[config.mk]
export PLATFORM = sky130hd
export DESIGN_NAME = instruction_loader
export DESIGN_NICKNAME = d
export VERILOG_FILES = /design/src/rtl/instruction_loader.sv
export SDC_FILE = /design/constraint.sdc
export NUM_CORES = 1
export LEC_CHECK = 0
export CAP_MARGIN = 20
export CORE_MARGIN = 4
export CORE_UTILIZATION = 47
export DETAILED_ROUTE_END_ITERATION = 6
export PLACE_DENSITY = 0.73
export REMOVE_ABC_BUFFERS = 1
export SLEW_MARGIN = 5
export SYNTH_ARGS = -nofsm -noshare
export SYNTH_HDL_FRONTEND = slang
export SYNTH_SLANG_ARGS = --single-unit
[constraint.sdc]
create_clock -name clk -period 3.1 [get_ports clk]
set_input_delay 0.62 -clock clk [delete_from_list [all_inputs] [get_ports clk]]
set_output_delay 0.62 -clock clk [all_outputs]
set_load 0.03 [all_outputs]
[src/rtl/instruction_loader.sv]
// Boot-time writer for the instruction memory: turns a framed byte stream
// (32-bit word count + little-endian words) into one-cycle memory write strobes.
module instruction_loader #(
    parameter int unsigned MEMORY_SIZE  = 1024,
    parameter logic [31:0] BASE_ADDRESS = 32'h0000_0000
) (
    input  logic        clk,
    input  logic        reset,
    input  logic        start,
    input  logic [7:0]  byte_in,
    input  logic        byte_valid,
    output logic        byte_ready,
    output logic        mem_write_enable,
    output logic [31:0] mem_write_address,
    output logic [31:0] mem_write_data,
    output logic        busy,
    output logic        done,
    output logic        error
);

    localparam int unsigned WORD_CAPACITY = MEMORY_SIZE / 4;
    localparam int unsigned WORD_CNT_W    = $clog2(WORD_CAPACITY) + 1;
    localparam logic [31:0] WORD_LIMIT    = 32'(WORD_CAPACITY);

    typedef enum logic [2:0] {
        S_IDLE   = 3'd0,
        S_HEADER = 3'd1,
        S_DATA   = 3'd2,
        S_WRITE  = 3'd3,
        S_DONE   = 3'd4,
        S_ERROR  = 3'd5
    } state_t;

    state_t                  r_state;
    state_t                  w_state_next;
    logic [1:0]              r_byte_cnt;
    logic [WORD_CNT_W-1:0]   r_word_cnt;
    logic [31:0]             r_word_total;
    logic [31:0]             r_assembly;
    logic [31:0]             w_assembled;
    logic [31:0]             w_word_cnt_inc;
    logic                    w_transfer;
    logic                    w_last_byte;
    logic                    w_start_load;

    logic                    r_byte_ready;
    logic                    r_mem_write_enable;
    logic [31:0]             r_mem_write_address;
    logic [31:0]             r_mem_write_data;
    logic                    r_busy;
    logic                    r_done;
    logic                    r_error;

    assign w_word_cnt_inc = 32'(r_word_cnt) + 32'd1;

    // Next-state logic. The incoming byte is merged into its lane so that the
    // completed word (or header) is available in the same cycle as the 4th byte.
    always_comb begin
        w_assembled = r_assembly;
        w_assembled[{r_byte_cnt, 3'b000} +: 8] = byte_in;
        w_transfer   = byte_valid && r_byte_ready;
        w_last_byte  = w_transfer && (r_byte_cnt == 2'd3);
        w_start_load = 1'b0;
        w_state_next = r_state;

        case (r_state)
            S_IDLE, S_DONE, S_ERROR: begin
                if (start) begin
                    w_start_load = 1'b1;
                    w_state_next = S_HEADER;
                end
            end
            S_HEADER: begin
                if (w_last_byte) begin
                    if (w_assembled > WORD_LIMIT) begin
                        w_state_next = S_ERROR;
                    end else if (w_assembled == 32'd0) begin
                        w_state_next = S_DONE;
                    end else begin
                        w_state_next = S_DATA;
                    end
                end
            end
            S_DATA: begin
                if (w_last_byte) begin
                    w_state_next = S_WRITE;
                end
            end
            S_WRITE: begin
                if (w_word_cnt_inc == r_word_total) begin
                    w_state_next = S_DONE;
                end else begin
                    w_state_next = S_DATA;
                end
            end
            default: begin
                w_state_next = S_IDLE;
            end
        endcase
    end

    // NOTE: status outputs are decoded from the *next* state and registered, so
    // they change on the same edge as the state itself with no combinational path.
    always_ff @(posedge clk or negedge reset) begin
        if (!reset) begin
            r_state             <= S_IDLE;
            r_byte_cnt          <= 2'd0;
            r_word_cnt          <= '0;
            r_word_total        <= 32'd0;
            r_assembly          <= 32'd0;
            r_byte_ready        <= 1'b0;
            r_mem_write_enable  <= 1'b0;
            r_mem_write_address <= 32'd0;
            r_mem_write_data    <= 32'd0;
            r_busy              <= 1'b0;
            r_done              <= 1'b0;
            r_error             <= 1'b0;
        end else begin
            r_state            <= w_state_next;
            r_byte_ready       <= (w_state_next == S_HEADER) || (w_state_next == S_DATA);
            r_busy             <= (w_state_next == S_HEADER) || (w_state_next == S_DATA) ||
                                  (w_state_next == S_WRITE);
            r_mem_write_enable <= (w_state_next == S_WRITE);
            r_done             <= (w_state_next == S_DONE);
            r_error            <= (w_state_next == S_ERROR);

            if (w_start_load) begin
                r_byte_cnt   <= 2'd0;
                r_word_cnt   <= '0;
                r_word_total <= 32'd0;
                r_assembly   <= 32'd0;
            end else begin
                if (w_transfer) begin
                    r_byte_cnt <= r_byte_cnt + 2'd1;
                    r_assembly <= w_assembled;
                end
                if ((r_state == S_HEADER) && w_last_byte) begin
                    r_word_total <= w_assembled;
                end
                // Address and data only move when a word completes; they hold otherwise.
                if ((r_state == S_DATA) && w_last_byte) begin
                    r_mem_write_address <= BASE_ADDRESS + (32'(r_word_cnt) << 2);
                    r_mem_write_data    <= w_assembled;
                end
                if (r_state == S_WRITE) begin
                    r_word_cnt <= r_word_cnt + 1'b1;
                end
            end
        end
    end

    assign byte_ready        = r_byte_ready;
    assign mem_write_enable  = r_mem_write_enable;
    assign mem_write_address = r_mem_write_address;
    assign mem_write_data    = r_mem_write_data;
    assign busy              = r_busy;
    assign done              = r_done;
    assign error             = r_error;

endmodule

# After elaboration in Yosys (flattened, before gate mapping)
# Index checks and enable logic that the tools add are counted.
# totals
reg_bits,124
inputBits,12
output_inout_bits,69
word_cells,63
# classes
n_addsub,4
order_cmp,1
n_eq_ne,12
shift,2
muxes,18
bitwise_logic,1
n_reduce_logical,13
# op_table
operator,n
2-to-1 mux 32 bit,4
bitwise mux 32 bit,1
equality test 10 x 32 -> 1 bit,1
"greater-than comparator 32 x 9 -> 1 bit, second input constant",1
zero test 32 bit,1
"variable shift 8 x 7 -> 32 bit, first input constant",1
indexed part select 8 x 7 -> 32 bit,1
2-to-1 mux 3 bit,6
2-to-1 mux 9 bit,2
"equality test 3 x 2 -> 1 bit, second input constant",4
"equality test 3 bit, second input constant",4
case mux 3 bit (4 select lines),1
"adder 9 x 1 -> 10 bit, second input constant",1
"adder 9 x 1 -> 9 bit, second input constant",1
negation 5 -> 7 bit,1
"equality test 3 x 1 -> 1 bit, second input constant",2
nonzero test 2 bit,3
logical AND 1 bit,4
2-to-1 mux 2 bit,2
zero test 3 bit,1
OR reduction 3 bit,1
"adder 2 x 1 -> 2 bit, second input constant",1
"equality test 2 bit, second input constant",1
logical OR 1 bit,2
3 further kinds,4

# Depth between registers and ports, before layout
# logic_depth
ltp_word,11
ltp_mapped,10

# Least setup slack after synthesis
# Ideal clock, no wire load.
# synth_timing
path_type,register -> register
start,register r_byte_cnt[0]
end,register r_byte_ready (netlist: byte_ready)
setup_time_ns,0.135
arrival_ns,2.452
path_slack_ns,0.512
path_stages_with_launch,11
cell_sequence,dfrtp_1 -> inv_1 -> ha_1 -> and2_1 -> clkbuf_1 -> a31oi_1 -> nand4_1 -> nor4_1 -> a41oi_1 -> a221oi_2 -> nor3_1
# synth_via
elab_cells_between_ends,16
classes_between,1 x add/sub; 1 x order compare; 3 x eq/ne; 2 x shift; 6 x mux; 3 x reduce/logical
# synth_lines
item,line,text
"start, declared",36,logic [1:0] r_byte_cnt;
"start signal, assigned",134,r_byte_cnt <= r_byte_cnt + 2'd1;
negation 5 -> 7 bit,60,"w_assembled[{r_byte_cnt, 3'b000} +: 8] = byte_in;"
indexed part select 8 x 7 -> 32 bit or variable shift 8 x 7 -> 32 bit (tied branches),60,
bitwise mux 32 bit,60,
greater-than comparator 32 x 9 -> 1 bit,75,if (w_assembled > WORD_LIMIT) begin
2-to-1 mux 3 bit,75,
2-to-1 mux 3 bit,74,if (w_last_byte) begin
case mux 3 bit (4 select lines) (*),66,case (r_state)
named net w_state_next[0],35,state_t w_state_next;
equality test 3 x 1 -> 1 bit or equality test 3 x 2 -> 1 bit (tied branches),120,r_byte_ready <= (w_state_next == S_HEADER) || (w_state_next == S_DATA);
logical OR 1 bit (*),120,
"end signal, assigned",120,
"end, declared",46,logic r_byte_ready;
# Mark *: on every way through the listed nets, which the timed path passes. The rest lies on a longest branch.
# A chain may end at the register's enable or synchronous reset.

# Final worst setup path
# layout_timing
start,register r_byte_cnt[0]
end,register r_error (netlist: error)
# layout_via
elab_chain_len,9
elab_cells_between_ends,14
classes_between,1 x add/sub; 1 x order compare; 2 x eq/ne; 2 x shift; 6 x mux; 2 x reduce/logical
# layout_lines
item,line,text
"parallel branches: the longest is 7 deep, another holds greater-than comparator 32 x 9 -> 1 bit",-,
case mux 3 bit (4 select lines) (*),66,
named net w_state_next[2],35,
equality test 3 bit (*),125,r_error <= (w_state_next == S_ERROR);
"end signal, assigned",125,
"end, declared",52,logic r_error;
# Mark *: on every way through the listed nets, which the timed path passes.

==> results.md <==
- First-pass DRT Iterations: 5
- WHS: 0.192 ns
- Internal power: 0.00445 W
- CTS sink count: 124
- Number of flops mapped to enable cells by yosys: 0
- Synth Register Bits: 124
- Ys flop type: dfrtp_1
- Post-DP Area: 6780 um2
- Worst hold path class: in -> async
- Number of CTS-inserted buffers: 17
- Crit share post-route: 91.3%
- Final Setup Violations: 0
- CTS max path bufs: 2
- Die Wd: 121 um
- Hold Buf Count CTS: 0
- Largest stage delay, worst path: 0.44 ns
- Status: finished clean
- Design area: 7380 um2
- Clock Skew: 0.00615 ns
- Worst Path Required: 3.40 ns
- Cell Area, Synth: 5980 um2
- Clk_lat worst skew: 0.41 ns
- Root Buffer: clkbuf_16
- Placed wire-length estimate: 10200 um
- Final hold violations: 0
- Post-CTS Setup Repair Bufs: 0
- Pin slew with the least headroom to its limit: 0.663 ns
- Antenna violations before repair: 0
- Crit path kind: reg -> reg
- Worst-path clk slew: 0.05 ns
- Cell family with most CP delay: simple AND/OR/NAND/NOR gates
- ANT cells: 0
- Power per cell area: 975 nW/um2
- RSZ-0062 raised after global routing: no
- Max Freq: 0.353 GHz
- Switching power: 0.00274 W
- CTS resizes: 0
- Core area: 12200 um2
- Top cell by count, worst path: and2_1
- Layout cells sized above 1: 11.6%
- Total GRT Usage: 21.3%
- Post-Syn Instances: 630
- CP endpoint kind: register
- VDD IR-drop max: 0.000612 V
- CTS tree: yes
- GR Overflow Total: 0
- CP max FO: 9
- Max Cap Viol: 0
- Sw Share: 38.1%
- Die Span Y: 121 um
- Critical-path top delay cell: dfrtp_2
- Fin cells: 873
- CP startpoint kind: register
- Max Slew Vio Count: 0
- Final net count: 710
- Post-synthesis cell type count: 51
- Reg power frac: 34.7%
- Sequential area share after synthesis: 51.9%
- Cell row count: 40
- Leak Pwr: 3.13 nW
- Setup TNS: 0 ns
- Initial DRC Count: 423
- CP arrival: 3.13 ns
- Global-route wire length before repair: 24700 um
- Via count: 4916
- Wirelength per Cell: 16.9 um
- Largest net degree at the start of global routing: 67
- WP buf/inv: 1
- Avg Cell Area, Syn: 9.50 um2
- Die Area: 14600 um2
- IO Port Bufs: 57
- Final GP Congestion: 0.902
- Cell count after placement: 841
- Number of global-route vias before repair: 4904
- Post-layout min period: 2.83 ns
- H-tree depth: 4
- Clk pwr share: 25.9%
- Via density: 5.63
- Cells along the critical path: inv_1 > ha_1 > and2_1 > a31oi_1 > nand4_1 > nor4_2 > o211a_1 > o211ai_2 > and2_1
- Synthesis-to-layout area growth: 23.4%
- Synth async-reset ratio: 100%
- Synth warn: 0
- Wire length reported by the detailed router: 14800 um
- # DRC: 0
- Combinational fraction of design power: 39.3%
- I/O pin count: 81
- Rel. slew slack: 55.7%
- Post-detailed-route count of antenna-violating nets: 0
- Starting Density: 49.0%
## per-stage QoR
step	util [%]	worst slack, ns	power [W]
2_1_floorplan	-	-3.01	0.00418
3_3_place_gp	55.5	0.185	0.00512
3_5_place_dp	55.5	0.0912	0.00522
4_1_cts	60.0	0.0556	0.00711
5_1_grt	60.5	0.0719	0.00765
6_report	60.5	0.271	0.00719
## synthesized netlist by cell type, types with 9 or more instances
library cell / n / area, um2
dfrtp_1: 124 / 3100
nor2_1: 83 / 312
a211oi_1: 66 / 495
nand2_1: 66 / 248
o21ai_0: 45 / 225
nor2b_1: 44 / 275
clkbuf_1: 38 / 143
a31oi_1: 31 / 194
buf_4: 24 / 180
nand4_1: 11 / 68.8
xnor2_1: 10 / 87.6
nand3_1: 9 / 45.0
## final timing paths
path | from | to | slack, ns | depth (start not counted)
setup / recovery | r_byte_cnt[0] | error | 0.27 | 9
hold / removal | reset | mem_write_data[6] | 0.19 | 1
hold reg to reg | mem_write_address[2] | mem_write_address[2] | 0.47 | 2
min in group clk | mem_write_address[2] | mem_write_address[2] | 0.47 | 2
max in group asynchronous | reset | r_state[0] | 2.10 | 2
setup reg to reg | r_byte_cnt[0] | error | 0.27 | 9
## per-layer routing
| layer | GRT usage, % | up-vias | share of wire [%] |
|---|---|---|---|
| met5 | 0 | - | 0 |
| met4 | 6.87 | 0 | 1.8 |
| met3 | 5.89 | 28 | 7.4 |
| met2 | 32.7 | 212 | 47 |
| met1 | 29.4 | 2363 | 44 |
| li1 | - | 2313 | - |
## cells in the final DEF, fill, tap and decap left out, types with 5 or more instances in the layout
| cell | synthesis | final |
|---|---|---|
| clkbuf_1 | 38 | 6 |
| inv_1 | 6 | 6 |
| nand3_1 | 9 | 9 |
| clkbuf_16 | 0 | 17 |
| a211oi_1 | 66 | 66 |
| o21ai_0 | 45 | 45 |
| a21oi_1 | 5 | 5 |
| a31oi_1 | 31 | 26 |
| nand4_1 | 11 | 11 |
| nor2b_1 | 44 | 44 |
| buf_4 | 24 | 30 |
| a31oi_2 | 0 | 5 |
| clkinv_2 | 0 | 5 |
| conb_1 | 1 | 23 |
| ha_1 | 6 | 6 |
| nor2_1 | 83 | 83 |
| clkdlybuf4s50_1 | 0 | 56 |
| dfrtp_1 | 124 | 123 |
| nand2_1 | 66 | 66 |
| nor3_1 | 6 | 5 |
| xnor2_1 | 10 | 10 |
## registers in the layout, indices dropped and copies added (netlist names)
register and count:
r_word_total 32, mem_write_enable 1, r_word_cnt 9, r_assembly 32, r_byte_cnt 2, done 1
mem_write_address 9, byte_ready 1, busy 1, r_state 3, mem_write_data 32, error 1
## power groups by stage
stage	Sequential, W	Combinational [W]	Clock, W
5_1_grt	0.00256	0.00312	0.00197
6_report	0.00250	0.00283	0.00187
2_1_floorplan	0.00243	0.00175	0
4_1_cts	0.00249	0.00273	0.00189
3_5_place_dp	0.00250	0.00272	0
3_3_place_gp	0.00247	0.00265	0
## layout make-up
type                    instances  area [um2]
clock inverters                 8        92.6
inverters                       6        22.5
clock buffers                  24         462
multi-input cells             454        2650
repair buffers                 89         846
fillers                      1057        4830
well taps                     168         210
flip-flops and latches        124        3100
## logic make-up after synthesis
group	Yosys count	share of synthesized area (%)
AND/OR/NAND/NOR	247	20.1
AO/OA/AOI/OAI	163	18.2
flip-flops	124	51.9
buffers and inverters	74	6.34
XOR/XNOR	14	2.05
adder cells (fa/ha/maj)	6	1.25
other	1	0.0627
multiplexers	1	0.167
(Power assumes the default switching activity.)
